### config.mk
export PLATFORM = sky130hd
export DESIGN_NAME = aes_192_result_buffer
export DESIGN_NICKNAME = d
export VERILOG_FILES = /design/src/rtl/aes_192_result_buffer.sv
export SDC_FILE = /design/constraint.sdc
export NUM_CORES = 1
export LEC_CHECK = 0
export BUFFER_PORTS_ARGS = -buffer_cell sky130_fd_sc_hd__buf_2
export CORE_ASPECT_RATIO = 1.5
export CORE_MARGIN = 2
export CORE_UTILIZATION = 61
export CTS_CLUSTER_SIZE = 30
export DETAILED_ROUTE_END_ITERATION = 6
export PLACE_DENSITY = 0.87
export RECOVER_POWER = 50
export REMOVE_ABC_BUFFERS = 1
export SYNTH_ARGS = -nofsm -noshare
export SYNTH_HDL_FRONTEND = slang
export SYNTH_SLANG_ARGS = --single-unit
### constraint.sdc
create_clock -name clk -period 12.9 [get_ports clk]
set_input_delay 1.935 -clock clk [delete_from_list [all_inputs] [get_ports clk]]
set_output_delay 1.935 -clock clk [all_outputs]
set_load 0.1 [all_outputs]
### src/rtl/aes_192_result_buffer.sv
// AES-192 result buffer: credit-gated core start, in-flight tracking,
// and a first-word-fall-through result FIFO drained by valid/ready.
module aes_192_result_buffer #(
    parameter int DEPTH      = 4,
    parameter int DATA_WIDTH = 128,
    localparam int CNT_W     = $clog2(DEPTH) + 1
) (
    input  logic                  clk,
    input  logic                  rst,
    input  logic                  start_req,
    output logic                  start_ack,
    output logic                  core_start,
    input  logic [DATA_WIDTH-1:0] core_out,
    input  logic                  core_out_valid,
    output logic [DATA_WIDTH-1:0] result_data,
    output logic                  result_valid,
    input  logic                  result_ready,
    input  logic                  clear,
    output logic [CNT_W-1:0]      fifo_count,
    output logic [CNT_W-1:0]      inflight,
    output logic                  overflow_err,
    output logic                  unexpected_err
);

    localparam int PTR_W = $clog2(DEPTH);
    localparam logic [CNT_W:0] DEPTH_W = DEPTH[CNT_W:0];
    localparam logic [CNT_W-1:0] FULL_CNT = DEPTH[CNT_W-1:0];

    logic [DATA_WIDTH-1:0] mem [DEPTH];
    logic [PTR_W-1:0]      wr_ptr;
    logic [PTR_W-1:0]      rd_ptr;
    logic [CNT_W-1:0]      count_q;
    logic [CNT_W-1:0]      inflight_q;
    logic                  ovf_q;
    logic                  unx_q;

    logic [CNT_W:0] credit_used;
    logic           full;
    logic           empty;
    logic           pop;
    logic           push_req;
    logic           push;
    logic           ovf_set;
    logic           unx_set;

    // Credit covers both in-flight ops and buffered results, so a
    // well-behaved core can never overrun the FIFO.
    assign credit_used = {1'b0, inflight_q} + {1'b0, count_q};
    assign start_ack   = start_req && (credit_used < DEPTH_W) && !clear && !rst;
    assign core_start  = start_ack;

    assign full     = (count_q == FULL_CNT);
    assign empty    = (count_q == '0);
    assign pop      = !empty && result_ready;
    assign push_req = core_out_valid && !clear;
    assign push     = push_req && (!full || pop);
    assign ovf_set  = push_req && full && !pop;
    assign unx_set  = core_out_valid && (inflight_q == '0);

    assign result_data    = mem[rd_ptr];
    assign result_valid   = !empty;
    assign fifo_count     = count_q;
    assign inflight       = inflight_q;
    assign overflow_err   = ovf_q;
    assign unexpected_err = unx_q;

    always_ff @(posedge clk) begin
        if (push && !rst) begin
            mem[wr_ptr] <= core_out;
        end
    end

    always_ff @(posedge clk) begin
        if (rst) begin
            wr_ptr     <= '0;
            rd_ptr     <= '0;
            count_q    <= '0;
            inflight_q <= '0;
            ovf_q      <= 1'b0;
            unx_q      <= 1'b0;
        end else begin
            // Results keep returning through a clear, so inflight tracks them.
            if (start_ack && !core_out_valid) begin
                inflight_q <= inflight_q + 1'b1;
            end else if (!start_ack && core_out_valid && inflight_q != '0) begin
                inflight_q <= inflight_q - 1'b1;
            end

            if (clear) begin
                wr_ptr  <= '0;
                rd_ptr  <= '0;
                count_q <= '0;
                ovf_q   <= 1'b0;
                unx_q   <= 1'b0;
            end else begin
                if (push) begin
                    wr_ptr <= wr_ptr + 1'b1;
                end
                if (pop) begin
                    rd_ptr <= rd_ptr + 1'b1;
                end
                if (push && !pop) begin
                    count_q <= count_q + 1'b1;
                end else if (pop && !push) begin
                    count_q <= count_q - 1'b1;
                end
                if (ovf_set) begin
                    ovf_q <= 1'b1;
                end
                if (unx_set) begin
                    unx_q <= 1'b1;
                end
            end
        end
    end

endmodule

==> results of run 1 <==
==> flip-flops by register name, indices dropped and copies added (netlist names), named ones only <==
name	count
inflight	3
overflow_err	1
fifo_count	3
rd_ptr	2
unexpected_err	1
mem	512
wr_ptr	2
==> cell type report <==
class / instances / area, sq um
clock buffers: 51 / 1150
inverters: 5 / 18.8
multi-input cells: 187 / 3340
repair buffers: 278 / 1240
well taps: 405 / 507
fillers: 1781 / 8580
flip-flops and latches: 526 / 15700
clock inverters: 29 / 419
diodes: 6 / 15.0
==> metrics by stage <==
| step | hold slack [ns] | util |
|---|---|---|
| after floorplan | 0.485 | - |
| after global placement | 0.475 | 0.677 |
| after detailed placement | 0.463 | 0.677 |
| after CTS | 0.479 | 0.728 |
| after global routing | 0.527 | 0.723 |
| final | 0.485 | 0.723 |
==> where the power goes <==
group          total, mW  switching, mW  internal [mW]
registers           1.91         0.0152           1.90
clock network       1.43          0.566          0.860
logic              0.331          0.262         0.0690
total               3.67          0.844           2.82
==> synthesized netlist by cell type, types with 2 or more instances <==
master    instances  area [sq um]
xor2_1            4          35.0
or3_1             2          12.5
or2_2             2          12.5
and2_1            4          25.0
nor2b_1           4          25.0
mux2i_1           4          40.0
ha_1              7          87.6
mux4_2          128          2880
a21oi_1           2          10.0
nand2b_1          2          12.5
clkbuf_1         15          56.3
buf_2            13          65.1
inv_1             5          18.8
dfxtp_1          14           280
nor2_1           12          45.0
fa_1              2          40.0
edfxtp_1        512         15400
==> layer usage <==
metal / part of all wire / routed length, um / GRT usage
met5: 0.00064 / 24 / 0
met4: 0.049 / 1850 / 0.107
met3: 0.070 / 2660 / 0.0480
met2: 0.54 / 20300 / 0.409
met1: 0.34 / 13000 / 0.287
==> critical path, delay by kind of cell <==
family | cells | cell delay (ns)
buffers and inverters | 2 | 1.30
and+or+nand+nor | 4 | 3.83
==> layout by cell type (no fill, tap or decap), types with 2 or more instances in the layout <==
cell / count
or3_1: 2
nand2b_1: 2
clkinv_1: 8
ha_1: 7
buf_4: 5
inv_1: 5
nor2_1: 12
mux4_2: 128
xor2_1: 4
mux2i_1: 5
dfxtp_1: 12
dfxtp_4: 2
nor2b_1: 4
clkinv_2: 7
edfxtp_1: 512
clkbuf_16: 45
bufinv_16: 11
and2_0: 2
and2_4: 2
buf_2: 133
clkbuf_1: 145
clkinvlp_4: 2
diode_2: 6
a21oi_1: 2
fa_1: 2
==> final timing paths <==
check | cells after the start | from | slack [ns] | end
min | 2 | unexpected_err | 0.49 | unexpected_err
max reg2reg | 5 | fifo_count[0] | 6.88 | mem[2][120]
max | 6 | result_ready | 5.85 | mem[2][120]
min reg2reg | 2 | unexpected_err | 0.49 | unexpected_err
==> cell families after synthesis <==
kind of cell | after synthesis | synth area share
DFF | 526 | 0.818
muxes | 135 | 0.155
buffers and inverters | 35 | 0.00791
and+or+nand+nor | 32 | 0.00902
adders and majority gates | 9 | 0.00666
AOI/OAI and AO/OA | 6 | 0.00203
xor gates and xnor gates | 5 | 0.00229
==> impl_metrics.py, run 1 <==
metrics = {
    "outcome": {
        "status": "complete, but fails checks",
        "violations": "max-capacitance violations, max-slew violations",
    },
    "place": {
        "dp_hpwl_um": 22100,
        "dpl_cell_area_sq_um": 21000,
        "dp.cells": 1401,
        "preCtsSetupSlack_ns": 7.57,
        "port_buffers": 272,
        "place.gp.congestion": 0.750,
    },
    "worst_setup_path": {
        "critPathArrivalTime_ns": 7.20,
        "worstSetupPathType": "in2reg",
        "cp_max_fo": 75,
        "path_cells": "clkbuf_1, nor4b_1, nor3b_1, nor2b_1, and2_0, buf_4",
        "max_stage_delay_ns": 2.88,
        "crit_path_start_kind": "input pin",
        "endpoint_kind": "register",
        "slowest_stage": "and2_0",
        "required_ns": 13.05,
    },
    "routing": {
        "routed_wl_um": 37800,
        "postRouteAntennaNets": 0,
        "wl_per_cell_um": 25.4,
        "first_pass_iters": 5,
        "drcViolationCount": 0,
        "vias_per_cell": 5.97,
        "dr_total_vias": 8877,
        "drt_iter0_drc": 784,
    },
    "floorplanning": {
        "initial_core_util": 0.619,
        "core_area_sq_um": 30900,
        "die_w_um": 149,
        "die_h_um": 221,
        "die_area_sq_um": 32900,
        "io_pins": 273,
        "fp-row-count": 79,
    },
    "flow_run": {
        "drv_cap": 2,
    },
    "timing": {
        "worst_slew_pin_slew_ns": 4.00,
        "slew_headroom": -1.67,
        "skew_ns": 0.0129,
        "setup_viol": 0,
        "max_freq_mhz": 142,
        "setup_ws_ns": 5.85,
        "period_needed_ns": 7.05,
        "tns_ns": 0,
        "slew_viol_final": 111,
        "fin_crit_sh": 0.546,
        "hold_violations": 0,
        "rsz0062_at_grt": "false",
    },
    "grt": {
        "antenna_found_initial": 8,
        "grt_pass1_vias": 9446,
        "grt_pass1_wl_um": 56900,
        "grt_max_degree": 107,
        "grt_usage": 0.236,
        "grt_overflow": 0,
    },
    "layout": {
        "stdcell_count": 1487,
        "fin_area_sq_um": 22400,
        "fin_nets": 1186,
        "area_growth_pct": 16.8,
        "drive_above_1_share": 0.315,
    },
    "logic_synthesis": {
        "synthCells": 748,
        "yosys_warnings": 0,
        "ys_ff_latch": 526,
        "ys.flop_type": "edfxtp_1",
        "synth_cell_types": 33,
        "seq_area_frac_synth": 0.818,
        "syn-cell-area_sq_um": 19100,
        "synth-edff-count": 512,
        "avgSynthCellArea_sq_um": 25.6,
        "async_flop_share": 0,
    },
    "power": {
        "p_leak_nw": 7.10,
        "power.density_nw_per_um2": 164,
        "ir_drop_v": 0.000136,
        "power_mw": 3.67,
    },
    "cts": {
        "cts.path.max_buffers": 3,
        "clock_latency_ns": 0.55,
        "root_buffer": "clkbuf_16",
        "holdBufCountCts": 0,
        "cts_resized": 0,
        "clkTransAtPathRegs_ns": 0.06,
        "clock-sinks": 526,
        "cts_tree": "built",
        "cts_setup_buffers": 0,
        "cts_buffers": 45,
        "htreeDepth": 2,
    },
    "hold_path": {
        "hp-class": "reg2reg",
    },
}
(Power assumes the default switching activity.)
==> run 2, diff against run 1 <==
ABC_AREA = 1   (was unset)
CORE_UTILIZATION = 52   (was 61)
PLACE_DENSITY = 0.79   (was 0.87)
clock period = 5.9 ns   (was 12.9 ns; I/O delays follow)
==> run 2 against run 1 <==
The run still ends with max-capacitance violations, max-slew violations left. Setup slack worse by 4.5 ns. Highest routed layer is now met4. Die area increased by 22%. Synthesized cell count grew 80%. Routed wire length is 13% higher. Count of clock-buffer cells in the layout rose by 10. Cell area up 2.4%. Sequential share of layout area fell by 1.6 points. Flip-flop and latch count is the same. Clock skew increased by 0.0067 ns. Final cell count up 43%.
==> impl_metrics.py, run 2 <==
metrics = {
    "timing": {
        "fin_crit_sh": 0.767,
        "rsz0062_at_grt": "false",
        "worst_slew_pin_slew_ns": 3.85,
        "slew_viol_final": 276,
        "hold_violations": 0,
        "period_needed_ns": 4.53,
        "setup_viol": 0,
        "skew_ns": 0.0195,
        "max_freq_mhz": 221,
        "slew_headroom": -1.56,
    },
    "floorplanning": {
        "die_w_um": 164,
        "io_pins": 273,
        "initial_core_util": 0.529,
        "die_h_um": 244,
        "die_area_sq_um": 40000,
        "fp-row-count": 87,
        "core_area_sq_um": 37700,
    },
    "routing": {
        "drcViolationCount": 0,
        "wl_per_cell_um": 20.0,
        "vias_per_cell": 5.68,
        "first_pass_iters": 7,
        "postRouteAntennaNets": 0,
        "drt_iter0_drc": 1044,
        "dr_total_vias": 12100,
        "routed_wl_um": 42700,
    },
    "cts": {
        "holdBufCountCts": 0,
        "cts.path.max_buffers": 3,
        "clkTransAtPathRegs_ns": 0.06,
        "htreeDepth": 2,
        "cts_tree": "built",
        "cts_buffers": 47,
        "clock-sinks": 526,
        "cts_setup_buffers": 0,
        "root_buffer": "clkbuf_16",
        "clock_latency_ns": 0.56,
        "cts_resized": 0,
    },
    "worst_setup_path": {
        "ff2ff_setup_slack_ns": 1.37,
        "critPathArrivalTime_ns": 4.59,
        "worst_r2r_endpoint": "mem[1][122]",
        "path_cells": "nor2_1, nand2_1, nand2_1, inv_1, nand2_1, nor2_4, clkbuf_2",
        "required_ns": 5.97,
        "endpoint_kind": "register",
        "max_stage_delay_ns": 2.64,
        "cpMostUsedCell": "nand2_1",
        "worstSetupPathType": "reg2reg",
        "reg2regPathDepth": 7,
        "crit_path_start_kind": "register",
        "r2r-start": "fifo_count[0]",
        "cp_max_fo": 128,
        "slowest_stage": "clkbuf_2",
    },
    "power": {
        "power.density_nw_per_um2": 345,
        "ir_drop_v": 0.000353,
        "p_leak_nw": 7.65,
        "power_mw": 7.90,
    },
    "layout": {
        "fillers": 2835,
        "stdcell_count": 2129,
        "largest_reg_flops": 512,
        "drive_above_1_share": 0.164,
        "ff_latch_area_sq_um": 15700,
        "top_register": "mem",
        "multi_input_comb_area_sq_um": 3740,
        "area_growth_pct": 14.8,
        "fin_nets": 1737,
        "final_common_cell": "edfxtp_1",
        "final_cell_mix": "edfxtp_1, nor2_1, clkbuf_1",
    },
    "logic_synthesis": {
        "ys_ff_latch": 526,
        "synth_cell_types": 29,
        "synth_most_common_cell": "edfxtp_1",
        "syn-cell-area_sq_um": 19900,
        "synth_top_area_frac": 0.771,
        "synthCells": 1345,
        "synth_common_cells": "edfxtp_1, nor2_1, o21ai_0, o21ai_1, o22ai_1",
        "avgSynthCellArea_sq_um": 14.8,
        "synth_top_area_cell": "edfxtp_1",
        "seq_area_frac_synth": 0.785,
        "ys.flop_type": "edfxtp_1",
        "synth-edff-count": 512,
        "async_flop_share": 0,
        "yosys_warnings": 0,
        "synth.area.top_cells": "edfxtp_1, nor2_1, o21ai_0, o21ai_1, o22ai_1",
    },
    "grt": {
        "grt_pass1_vias": 12400,
        "grt_pass1_wl_um": 65100,
        "grt_max_degree": 129,
        "grt_usage": 0.212,
        "antenna_found_initial": 9,
        "grt_overflow": 0,
    },
    "hold_path": {
        "hold_end": "overflow_err",
        "hold_depth": 2,
        "hp-class": "reg2reg",
        "min-delay-start": "overflow_err",
    },
    "outcome": {
        "violations": "max-capacitance violations, max-slew violations",
        "status": "complete, but fails checks",
    },
    "place": {
        "place.gp.congestion": 0.786,
        "dp_hpwl_um": 23800,
        "dp.cells": 2034,
        "port_buffers": 272,
    },
    "flow_run": {
        "drv_cap": 3,
    },
}
run 2: worst max-delay path by stage:
stage | startpoint | endpoint | slack [ns]
floorplan | register | result_data[0] | -2.62
global placement | register | result_data[6] | 2.20
detailed placement | register | result_data[4] | 2.17
CTS | register | result_data[4] | 1.55
global route | fifo_count[0] | mem[1][122] | 1.06
finish | fifo_count[0] | mem[1][122] | 1.37
run 2: logic make-up after synthesis:
logic type,count (synthesis),share of synthesized area
buffers and inverters,110,0.0282
AO/OA/AOI/OAI,399,0.121
AND/OR/NAND/NOR,300,0.0585
XOR/XNOR,1,0.000439
adder cells (fa/ha/maj),9,0.00640
flip-flops,526,0.785
run 2: worst max-delay path, delay by kind of cell (launching register included):
family | cells | cell delay [ns]
buffers and inverters | 2 | 2.76
DFF | 1 | 0.47
and+or+nand+nor | 5 | 0.63
run 2: cell type report:
| class | count | share of cell area |
|---|---|---|
| timing repair buffer | 286 | 0.0569 |
| sequential | 526 | 0.684 |
| tap | 489 | 0.0267 |
| clock buffer | 61 | 0.0537 |
| antenna | 10 | 0.00109 |
| clock inverter | 24 | 0.00956 |
| inverter | 24 | 0.00437 |
| multi-input combinational | 709 | 0.164 |
run 2: through the flow:
stage | hold slack, ns | setup WS, ns | utilization | instance area [sq um] | TNS (ns)
global placement | 0.438 | 2.20 | 0.574 | 21600 | 0
CTS | 0.459 | 1.55 | 0.613 | 23100 | 0
global route | 0.484 | 1.06 | 0.608 | 22900 | 0
detailed placement | 0.447 | 2.17 | 0.574 | 21600 | 0
finish | 0.463 | 1.37 | 0.608 | 22900 | 0
floorplan | 0.480 | -2.62 | - | 19500 | -1142.49
run 2: report_power, final:
group,internal [mW],total [mW],switching [mW]
sequential,4.15,4.18,0.0315
clock,1.64,2.90,1.25
combinational,0.131,0.823,0.691
run 2: metal layers:
| layer | vias to the layer above | track usage | routed length (um) | part of all wire |
|---|---|---|---|---|
| li1 | 5565 | - | - | - |
| met5 | - | 0 | 0 | 0 |
| met4 | 0 | 0.116 | 1880 | 0.044 |
| met2 | 426 | 0.364 | 22000 | 0.52 |
| met3 | 106 | 0.0415 | 2600 | 0.061 |
| met1 | 6000 | 0.247 | 16100 | 0.38 |
